`src/rtl/next_pc_sequencer_if.sv`:
```
// Fetch-path bundle between the control/ALU path (master) and the next-PC
// sequencer (slave). COUNT_W must match the sequencer's COUNT_W.
interface next_pc_sequencer_if #(
  parameter int COUNT_W = 16
);
  logic [31:0]        pc_current;
  logic               stall;
  logic               branch_taken;
  logic [31:0]        branch_imm;
  logic               jump;
  logic [25:0]        jump_target;
  logic               jr;
  logic [31:0]        jr_addr;
  logic [31:0]        pc_next;
  logic [31:0]        pc_plus4;
  logic               redirect_pending;
  logic               misaligned;
  logic [COUNT_W-1:0] fetch_count;

  modport master (
    output pc_current, stall, branch_taken, branch_imm,
           jump, jump_target, jr, jr_addr,
    input  pc_next, pc_plus4, redirect_pending, misaligned, fetch_count
  );

  modport slave (
    input  pc_current, stall, branch_taken, branch_imm,
           jump, jump_target, jr, jr_addr,
    output pc_next, pc_plus4, redirect_pending, misaligned, fetch_count
  );
endinterface

```
`src/rtl/next_pc_sequencer.sv`:
```
// Computes the next fetch address for Program_Counter. Holds the PC while
// stalled and replays a redirect that arrived during the stall.
module next_pc_sequencer #(
  parameter logic [31:0] RESET_VECTOR = 32'h0000_0000,
  parameter int          COUNT_W      = 16
) (
  input  logic                clk,
  input  logic                reset_n,
  next_pc_sequencer_if.slave  bus
);

  typedef enum logic [1:0] {
    BOOT = 2'd0,
    RUN  = 2'd1,
    HOLD = 2'd2,
    PEND = 2'd3
  } state_e;

  state_e             state_q, state_d;
  logic [31:0]        latch_q, latch_d;
  logic [COUNT_W-1:0] count_q, count_d;
  logic               mis_q, mis_d;

  logic [31:0] pc_plus4;
  logic [31:0] br_target;
  logic [31:0] j_target;
  logic [31:0] jr_target;
  logic [31:0] live_target;
  logic        live_req;
  logic [31:0] pc_next;

  // Candidate targets; all arithmetic wraps mod 2^32.
  always_comb begin
    pc_plus4  = bus.pc_current + 32'd4;
    br_target = pc_plus4 + {bus.branch_imm[29:0], 2'b00};
    j_target  = {pc_plus4[31:28], bus.jump_target, 2'b00};
    jr_target = {bus.jr_addr[31:2], 2'b00};
    live_req  = bus.jr | bus.jump | bus.branch_taken;
    if (bus.jr)        live_target = jr_target;
    else if (bus.jump) live_target = j_target;
    else               live_target = br_target;
  end

  // NOTE: every signal written here gets a default first, so no path can
  // leave one unassigned and infer a latch.
  always_comb begin
    state_d = state_q;
    latch_d = latch_q;
    count_d = count_q;
    pc_next = bus.pc_current;

    unique case (state_q)
      BOOT: begin
        pc_next = RESET_VECTOR;
        state_d = RUN;
      end
      RUN, HOLD: begin
        if (!bus.stall) begin
          pc_next = live_req ? live_target : pc_plus4;
          count_d = count_q + 1'b1;
          state_d = RUN;
        end else if (live_req) begin
          latch_d = live_target;
          state_d = PEND;
        end else begin
          state_d = HOLD;
        end
      end
      PEND: begin
        if (bus.stall) begin
          if (live_req) latch_d = live_target;
        end else begin
          // A live redirect in the release cycle beats the replayed one.
          pc_next = live_req ? live_target : latch_q;
          latch_d = '0;
          count_d = count_q + 1'b1;
          state_d = RUN;
        end
      end
      default: state_d = BOOT;
    endcase

    if (!reset_n) pc_next = RESET_VECTOR;
  end

  assign mis_d = bus.jr && (bus.jr_addr[1:0] != 2'b00) && (state_q != BOOT);

  // NOTE: sequential state uses non-blocking assignments so every register
  // samples the pre-edge values regardless of statement order.
  always_ff @(posedge clk) begin
    if (!reset_n) begin
      state_q <= BOOT;
      latch_q <= '0;
      count_q <= '0;
      mis_q   <= 1'b0;
    end else begin
      state_q <= state_d;
      latch_q <= latch_d;
      count_q <= count_d;
      mis_q   <= mis_d;
    end
  end

  assign bus.pc_next          = pc_next;
  assign bus.pc_plus4         = pc_plus4;
  assign bus.redirect_pending = (state_q == PEND);
  assign bus.misaligned       = mis_q;
  assign bus.fetch_count      = count_q;

endmodule

```
`src/flat_wrapper.sv`:
```
// flat-port wrapper written by rule: the top's interface ports become plain ports
module next_pc_sequencer_flat 
#(
  parameter logic [31:0] RESET_VECTOR = 32'h0000_0000,
  parameter int          COUNT_W      = 16
)
  (clk, reset_n, bus_pc_current, bus_stall, bus_branch_taken, bus_branch_imm, bus_jump, bus_jump_target, bus_jr, bus_jr_addr, bus_pc_next, bus_pc_plus4, bus_redirect_pending, bus_misaligned, bus_fetch_count);
  next_pc_sequencer_if #(.COUNT_W(COUNT_W)) bus_i ();
  input  logic clk;
  input  logic reset_n;
  input wire logic [$bits(bus_i.pc_current)-1:0] bus_pc_current;
  input wire logic [$bits(bus_i.stall)-1:0] bus_stall;
  input wire logic [$bits(bus_i.branch_taken)-1:0] bus_branch_taken;
  input wire logic [$bits(bus_i.branch_imm)-1:0] bus_branch_imm;
  input wire logic [$bits(bus_i.jump)-1:0] bus_jump;
  input wire logic [$bits(bus_i.jump_target)-1:0] bus_jump_target;
  input wire logic [$bits(bus_i.jr)-1:0] bus_jr;
  input wire logic [$bits(bus_i.jr_addr)-1:0] bus_jr_addr;
  output wire logic [$bits(bus_i.pc_next)-1:0] bus_pc_next;
  output wire logic [$bits(bus_i.pc_plus4)-1:0] bus_pc_plus4;
  output wire logic [$bits(bus_i.redirect_pending)-1:0] bus_redirect_pending;
  output wire logic [$bits(bus_i.misaligned)-1:0] bus_misaligned;
  output wire logic [$bits(bus_i.fetch_count)-1:0] bus_fetch_count;
  assign bus_i.pc_current = bus_pc_current;
  assign bus_i.stall = bus_stall;
  assign bus_i.branch_taken = bus_branch_taken;
  assign bus_i.branch_imm = bus_branch_imm;
  assign bus_i.jump = bus_jump;
  assign bus_i.jump_target = bus_jump_target;
  assign bus_i.jr = bus_jr;
  assign bus_i.jr_addr = bus_jr_addr;
  assign bus_pc_next = bus_i.pc_next;
  assign bus_pc_plus4 = bus_i.pc_plus4;
  assign bus_redirect_pending = bus_i.redirect_pending;
  assign bus_misaligned = bus_i.misaligned;
  assign bus_fetch_count = bus_i.fetch_count;
  next_pc_sequencer #(.RESET_VECTOR(RESET_VECTOR), .COUNT_W(COUNT_W)) u_core (.clk(clk), .reset_n(reset_n), .bus(bus_i));
endmodule
```
`config.mk`:
```
export PLATFORM = sky130hd
export DESIGN_NAME = next_pc_sequencer_flat
export DESIGN_NICKNAME = d
export VERILOG_FILES = /design/src/rtl/next_pc_sequencer_if.sv /design/src/rtl/next_pc_sequencer.sv /design/src/flat_wrapper.sv
export SDC_FILE = /design/constraint.sdc
export NUM_CORES = 1
export LEC_CHECK = 0
export CAP_MARGIN = 15
export CORE_MARGIN = 8
export CORE_UTILIZATION = 48
export CTS_CLUSTER_DIAMETER = 150
export CTS_CLUSTER_SIZE = 30
export DETAILED_ROUTE_END_ITERATION = 6
export PLACE_DENSITY_LB_ADDON = 0.05
export SLEW_MARGIN = 20
export SYNTH_ARGS = -nofsm -noshare
export SYNTH_HDL_FRONTEND = slang
export SYNTH_SLANG_ARGS = --single-unit
```
`constraint.sdc`:
```
create_clock -name clk -period 5.1 [get_ports clk]
set_clock_uncertainty 0.1 [all_clocks]
set_input_delay 0.765 -clock clk [delete_from_list [all_inputs] [get_ports clk]]
set_output_delay 0.765 -clock clk [all_outputs]
set_load 0.03 [all_outputs]
```
### Word-level counts from Yosys, hierarchy flattened

Index checks and enable logic that the tools add are counted.
W data, S select, Z words.

| cells by class | value |
|---|---|
| add/subtract/negate cells | 3 |
| equal/unequal tests | 5 |
| muxes and demuxes | 15 |
| bitwise gates (word level) | 3 |
| reductions and logical operators | 10 |

Operator list:

| operator | number |
|---|---|
| $mux W32 | 9 |
| $pmux W32 S3 | 1 |
| $pmux W32 S2 | 1 |
| $add A32 B3 Y32 const B | 1 |
| $add A32 B32 Y32 | 1 |
| $add A16 B1 Y16 const B | 1 |
| $pmux W2 S3 | 1 |
| $reduce_bool A2 Y1 | 3 |
| $eq A2 B2 Y1 const B | 2 |
| $mux W2 | 2 |
| $ne A2 B2 Y1 const B | 2 |
| $reduce_and A2 Y1 | 2 |
| $reduce_or A3 Y1 | 1 |
| $eq A2 B1 Y1 const B | 1 |
| $logic_and A1 B1 Y1 | 2 |
| $logic_not A2 Y1 | 1 |
| $or A1 B1 Y1 | 2 |
| $reduce_or A2 Y1 | 1 |
| $mux W1 | 1 |
| $not A1 Y1 | 1 |

| storage, ports and cells | value |
|---|---|
| flip-flop bits (word level) | 51 |
| output and inout bits | 82 |
| word-level logic and storage cells | 40 |

### Longest topological paths before layout

| depth | value |
|---|---|
| depth in word-level cells | 8 |
| depth in mapped cells | 16 |

### Worst setup path before layout

No wires, ideal clock.

| timing | value |
|---|---|
| path type | in2out |
| start point | input bus_pc_current[2] |
| end point | output bus_pc_next[31] |
| arrival time | 4.903 ns |
| setup slack | -0.668 ns |
| stages | 15 |
| path buffers | 1 |
| cell sequence | ha_1 nand4_1 nor2_2 nand3_4 nor3_1 xor2_1 ha_1 buf_2 a21oi_1 o21ai_0 a2111oi_0 a311oi_1 a21oi_1 mux2_2 a221oi_1 |

| between the ends | value |
|---|---|
| cells in the longest elaborated chain, start to end | 8 |

RTL lines:

| what | RTL line | source |
|---|---|---|
| start: declaration | flat_wrapper.sv:11 | `input wire logic [$bits(bus_i.pc_current)-1:0] bus_pc_current;` |
| $add A32 B3 Y32 (*) | next_pc_sequencer.sv:34 | `pc_plus4 = bus.pc_current + 32'd4;` |
| named net bus_pc_plus4[26] | flat_wrapper.sv:20 | `output wire logic [$bits(bus_i.pc_plus4)-1:0] bus_pc_plus4;` |
| $add A32 B32 Y32 (*) | next_pc_sequencer.sv:35 | `br_target = pc_plus4 + {bus.branch_imm[29:0], 2'b00};` |
| $mux W32 (*) | next_pc_sequencer.sv:40 | `else if (bus.jump) live_target = j_target;` |
| $mux W32 (*) | next_pc_sequencer.sv:39 | `if (bus.jr) live_target = jr_target;` |
| $mux W32 (on tied branches) | - |  |
| $mux W32 (on tied branches) | next_pc_sequencer.sv:70, next_pc_sequencer.sv:58 |  |
| $pmux W32 S3 (*) | next_pc_sequencer.sv:52 | `unique case (state_q)` |
| $mux W32 (*) | next_pc_sequencer.sv:83 | `if (!reset_n) pc_next = RESET_VECTOR;` |
| end: declaration | flat_wrapper.sv:19 | `output wire logic [$bits(bus_i.pc_next)-1:0] bus_pc_next;` |

The timed path passes the listed nets; every way through them passes the cells marked *.

### Worst setup path in the final report

| timing | value |
|---|---|
| start point | input bus_pc_current[24] |
| end point | output bus_pc_next[31] |

| between the ends | value |
|---|---|
| cells in the longest elaborated chain, start to end | 8 |

RTL lines:

| what | RTL line |
|---|---|
| $add A32 B3 Y32 (*) | next_pc_sequencer.sv:34 |
| $add A32 B32 Y32 | next_pc_sequencer.sv:35 |
| $mux W32 | next_pc_sequencer.sv:40 |
| $mux W32 | next_pc_sequencer.sv:39 |
| $mux W32 (on tied branches) | - |
| $mux W32 (on tied branches) | next_pc_sequencer.sv:70, next_pc_sequencer.sv:58 |
| $pmux W32 S3 (*) | next_pc_sequencer.sv:52 |
| $mux W32 (*) | next_pc_sequencer.sv:83 |

Every way passes the cells marked *; elsewhere a longest branch is shown, timed or not.

==> flow_metrics.py <==
metrics = {
    "status": {
        "status": "finished with violations",
        "violations": "negative setup slack",
    },
    "detailed_routing": {
        "finalWirelength_um": 33380,
        "via_per_inst": 6.434,
        "drtIter0Drc": 1210,
        "wl_per_cell_um": 22.42,
        "postRouteAntennaNets": 0,
        "drcViolationCount": 0,
        "num_vias": 9580,
        "first_pass_iters": 6,
    },
    "critical_path": {
        "worst_r2r_path_depth": 8,
        "endpoint": "bus_pc_next[31]",
        "critPathRequiredTime_ns": 4.24,
        "crit_path_start": "bus_pc_current[24]",
        "cp.arrival_ns": 4.39,
        "cp_max_fo": 3,
        "cpMaxStageDelayCell": "clkdlybuf4s50_1",
        "criticalPathCategory": "in2out",
        "regToRegEndpoint": "u_core.latch_q[26]$_SDFFE_PN0P_",
        "path_cells": "clkdlybuf4s50_1, and3_2, and3_4, buf_4, nand2_1, nor3_1, xor2_1, ha_1, a2111oi_4, a311oi_2, a21oi_2, mux2_4, a221oi_4, buf_12",
        "r2r-start": "u_core.state_q[0]$_SDFFE_PN0P_",
        "regToRegSetupSlack_ns": 1.27,
        "cp-end-kind": "output pin",
        "startpoint_type": "input port",
        "cpPeakStageDelay_ns": 0.55,
    },
    "timing": {
        "fmax_mhz": 190.4,
        "fin_crit_ns": 5.251,
        "slew-limit-headroom_pct": 17.04,
        "tightest_slew_ns": 1.240,
        "setup_ws_ns": -0.1507,
        "rsz0062_at_grt": "yes",
        "maxSlewViolCount": 0,
        "holdWs_ns": 0.3549,
        "setup_viol": 4,
        "final.period_utilization_pct": 103.0,
        "hold_viol": 0,
        "fin_tns_setup_ns": -0.3756,
    },
    "logic_synthesis": {
        "yosysSeqAreaShare_pct": 15.96,
        "async_flop_share_pct": 0,
        "synthCells": 902,
        "synth.distinct_cells": 85,
        "synth_ff_type": "dfxtp_1",
        "netlist_area_sq_mm": 0.006397,
        "ys_ff_latch": 51,
        "yosysTopAreaCellShare_pct": 15.96,
        "synth_common_cells": "nand2_1 (123), o21ai_0 (105), nor2_1 (60), a21oi_1 (58), dfxtp_1 (51)",
        "ys_warn_count": 0,
        "synth_edf_count": 0,
        "synth_area_leaders": "dfxtp_1 (16%), o21ai_0 (8.2%), ha_1 (7.2%)",
        "postSynthNetCount": 1068,
        "netlist.top_cell.by_area": "dfxtp_1",
        "synth.most_common_cell": "nand2_1",
        "avgSynthCellArea_sq_um": 7.092,
    },
    "clocking": {
        "tritoncts": "done",
        "cts.sinks": 51,
        "htree_levels": 2,
        "clk_path_buf_depth": 2,
        "clk_pin_slew_ns": 0.08,
        "clk_root_buffer_cell": "clkbuf_16",
        "clk_latency_ns": 0.30,
        "hold_buffers": 0,
        "cts_buffers": 5,
    },
    "finish": {
        "fin_nets": 1478,
        "layout.cells.non_filler": 1489,
        "n_antenna_cell": 0,
        "area_growth_pct": 75.40,
        "drive_gt1_share_pct": 33.28,
    },
    "place": {
        "post-place-ws_ns": -0.7280,
        "dp.cells": 1458,
        "numPortBuffers": 207,
        "place_congestion": 1.026,
        "dp_hpwl_um": 23600,
    },
    "global_route": {
        "antenna_found_initial": 0,
        "grt_pass1_wl_um": 48810,
        "gr-usage-met3_pct": 8.003,
        "grtUsageMet1_pct": 40.75,
        "grt_max_degree": 43,
        "grt_pass1_vias": 9232,
        "track_usage_pct": 34.46,
        "grt_use_met2_pct": 55.40,
        "top_usage_layer": "met2",
        "grt_overflow_total": 0,
    },
    "die": {
        "io_pins": 210,
        "initial_core_util_pct": 48.70,
        "rows": 42,
        "die-area_sq_mm": 0.01728,
        "die_y_um": 131.4,
        "core_area_sq_mm": 0.01314,
        "die_w_um": 131.4,
    },
    "power_and_ir_drop": {
        "finalPower_mw": 1.969,
        "ir_drop_mv": 0.1310,
        "p_leak_nw": 4.702,
        "p_per_area_mw_per_mm2": 175.5,
    },
    "job": {
        "drv_cap": 0,
    },
    "worst_hold_path": {
        "hp-class": "reg2reg",
    },
}
where the power goes:
group / switching [mW] / total [mW] / internal [mW]
clock network: 0.180 / 0.367 / 0.187
logic: 0.623 / 1.17 / 0.547
registers: 0.0128 / 0.432 / 0.419
cell families after synthesis:
logic type / share of synthesized area (%)
AOI/OAI and AO/OA: 34.01
and+or+nand+nor: 25.15
buffers and inverters: 7.217
xor gates and xnor gates: 7.647
DFF: 15.96
adders and majority gates: 7.549
muxes: 2.464
per-layer routing:
metal	part of all wire, %	wire length, um	vias to the layer above
met1	36	12170	4337
li1	-	-	4147
met5	0	0	-
met3	12	3902	222
met2	44	14790	874
met4	7.6	2525	0
layout make-up:
cell class                 count  area, sq um
timing repair buffer         459         4006
clock inverter                 3        26.28
fill                         825         1917
tap                          176        220.2
sequential                    51         1021
clock buffer                   5        125.1
multi-input combinational    769         5724
inverter                      26        97.59
placed cells by master, fill, tap and decap left out, drive strengths merged, types with 14 or more instances in the layout:
cell           Yosys  layout
buf               15     283
a31oi             14      14
nor2              64      64
nand3             30      30
dfxtp             51      51
clkbuf            38      18
nor3              17      17
and2              20      20
inv               25      27
nand2            124     124
xnor2             40      40
nand2b            14      14
ha                37      37
xor2              15      15
clkdlybuf4s50      1     155
o21ai            113     113
a21o              15      15
a21oi             58      58
per-stage QoR:
stage               utilization (%)  area (sq um)
floorplan                         -          6457
global placement              77.20         10140
detailed placement            77.20         10140
finish                        85.41         11220
CTS                           82.16         10790
global route                  85.41         11220
worst max-delay path: cells and delay by family:
family,cells,cell delay (ns)
and+or+nand+nor,4,0.65
muxes,1,0.35
buffers and inverters,3,0.82
AOI/OAI and AO/OA,4,0.81
adders and majority gates,1,0.44
xor gates and xnor gates,1,0.53
flip-flops by register name, summed over array words and instances, names as in the netlist:
name,flops
u_core.latch_q,32
u_core.bus.misaligned,1
u_core.state_q,2
u_core.bus.fetch_count,16
how the worst min path moves through the flow:
stage	start	endpoint	slack [ns]	cells past startpoint
after floorplan	u_core.latch_q[23]$_SDFFE_PN0P_	u_core.latch_q[23]$_SDFFE_PN0P_	0.31	2
after global placement	u_core.latch_q[12]$_SDFFE_PN0P_	u_core.latch_q[12]$_SDFFE_PN0P_	0.33	2
after detailed placement	u_core.latch_q[27]$_SDFFE_PN0P_	u_core.latch_q[27]$_SDFFE_PN0P_	0.33	2
after CTS	u_core.latch_q[27]$_SDFFE_PN0P_	u_core.latch_q[27]$_SDFFE_PN0P_	0.34	2
after global routing	u_core.latch_q[27]$_SDFFE_PN0P_	u_core.latch_q[27]$_SDFFE_PN0P_	0.37	2
final	u_core.latch_q[13]$_SDFFE_PN0P_	u_core.latch_q[13]$_SDFFE_PN0P_	0.35	2
repair_timing:
item,in CTS,in global routing
pin swaps,39,61
buffers inserted,10,16
gates resized for setup,113,99
setup endpoints to repair,22,20
endpoints found under the hold margin,0,0
(Power assumes the default switching activity.)
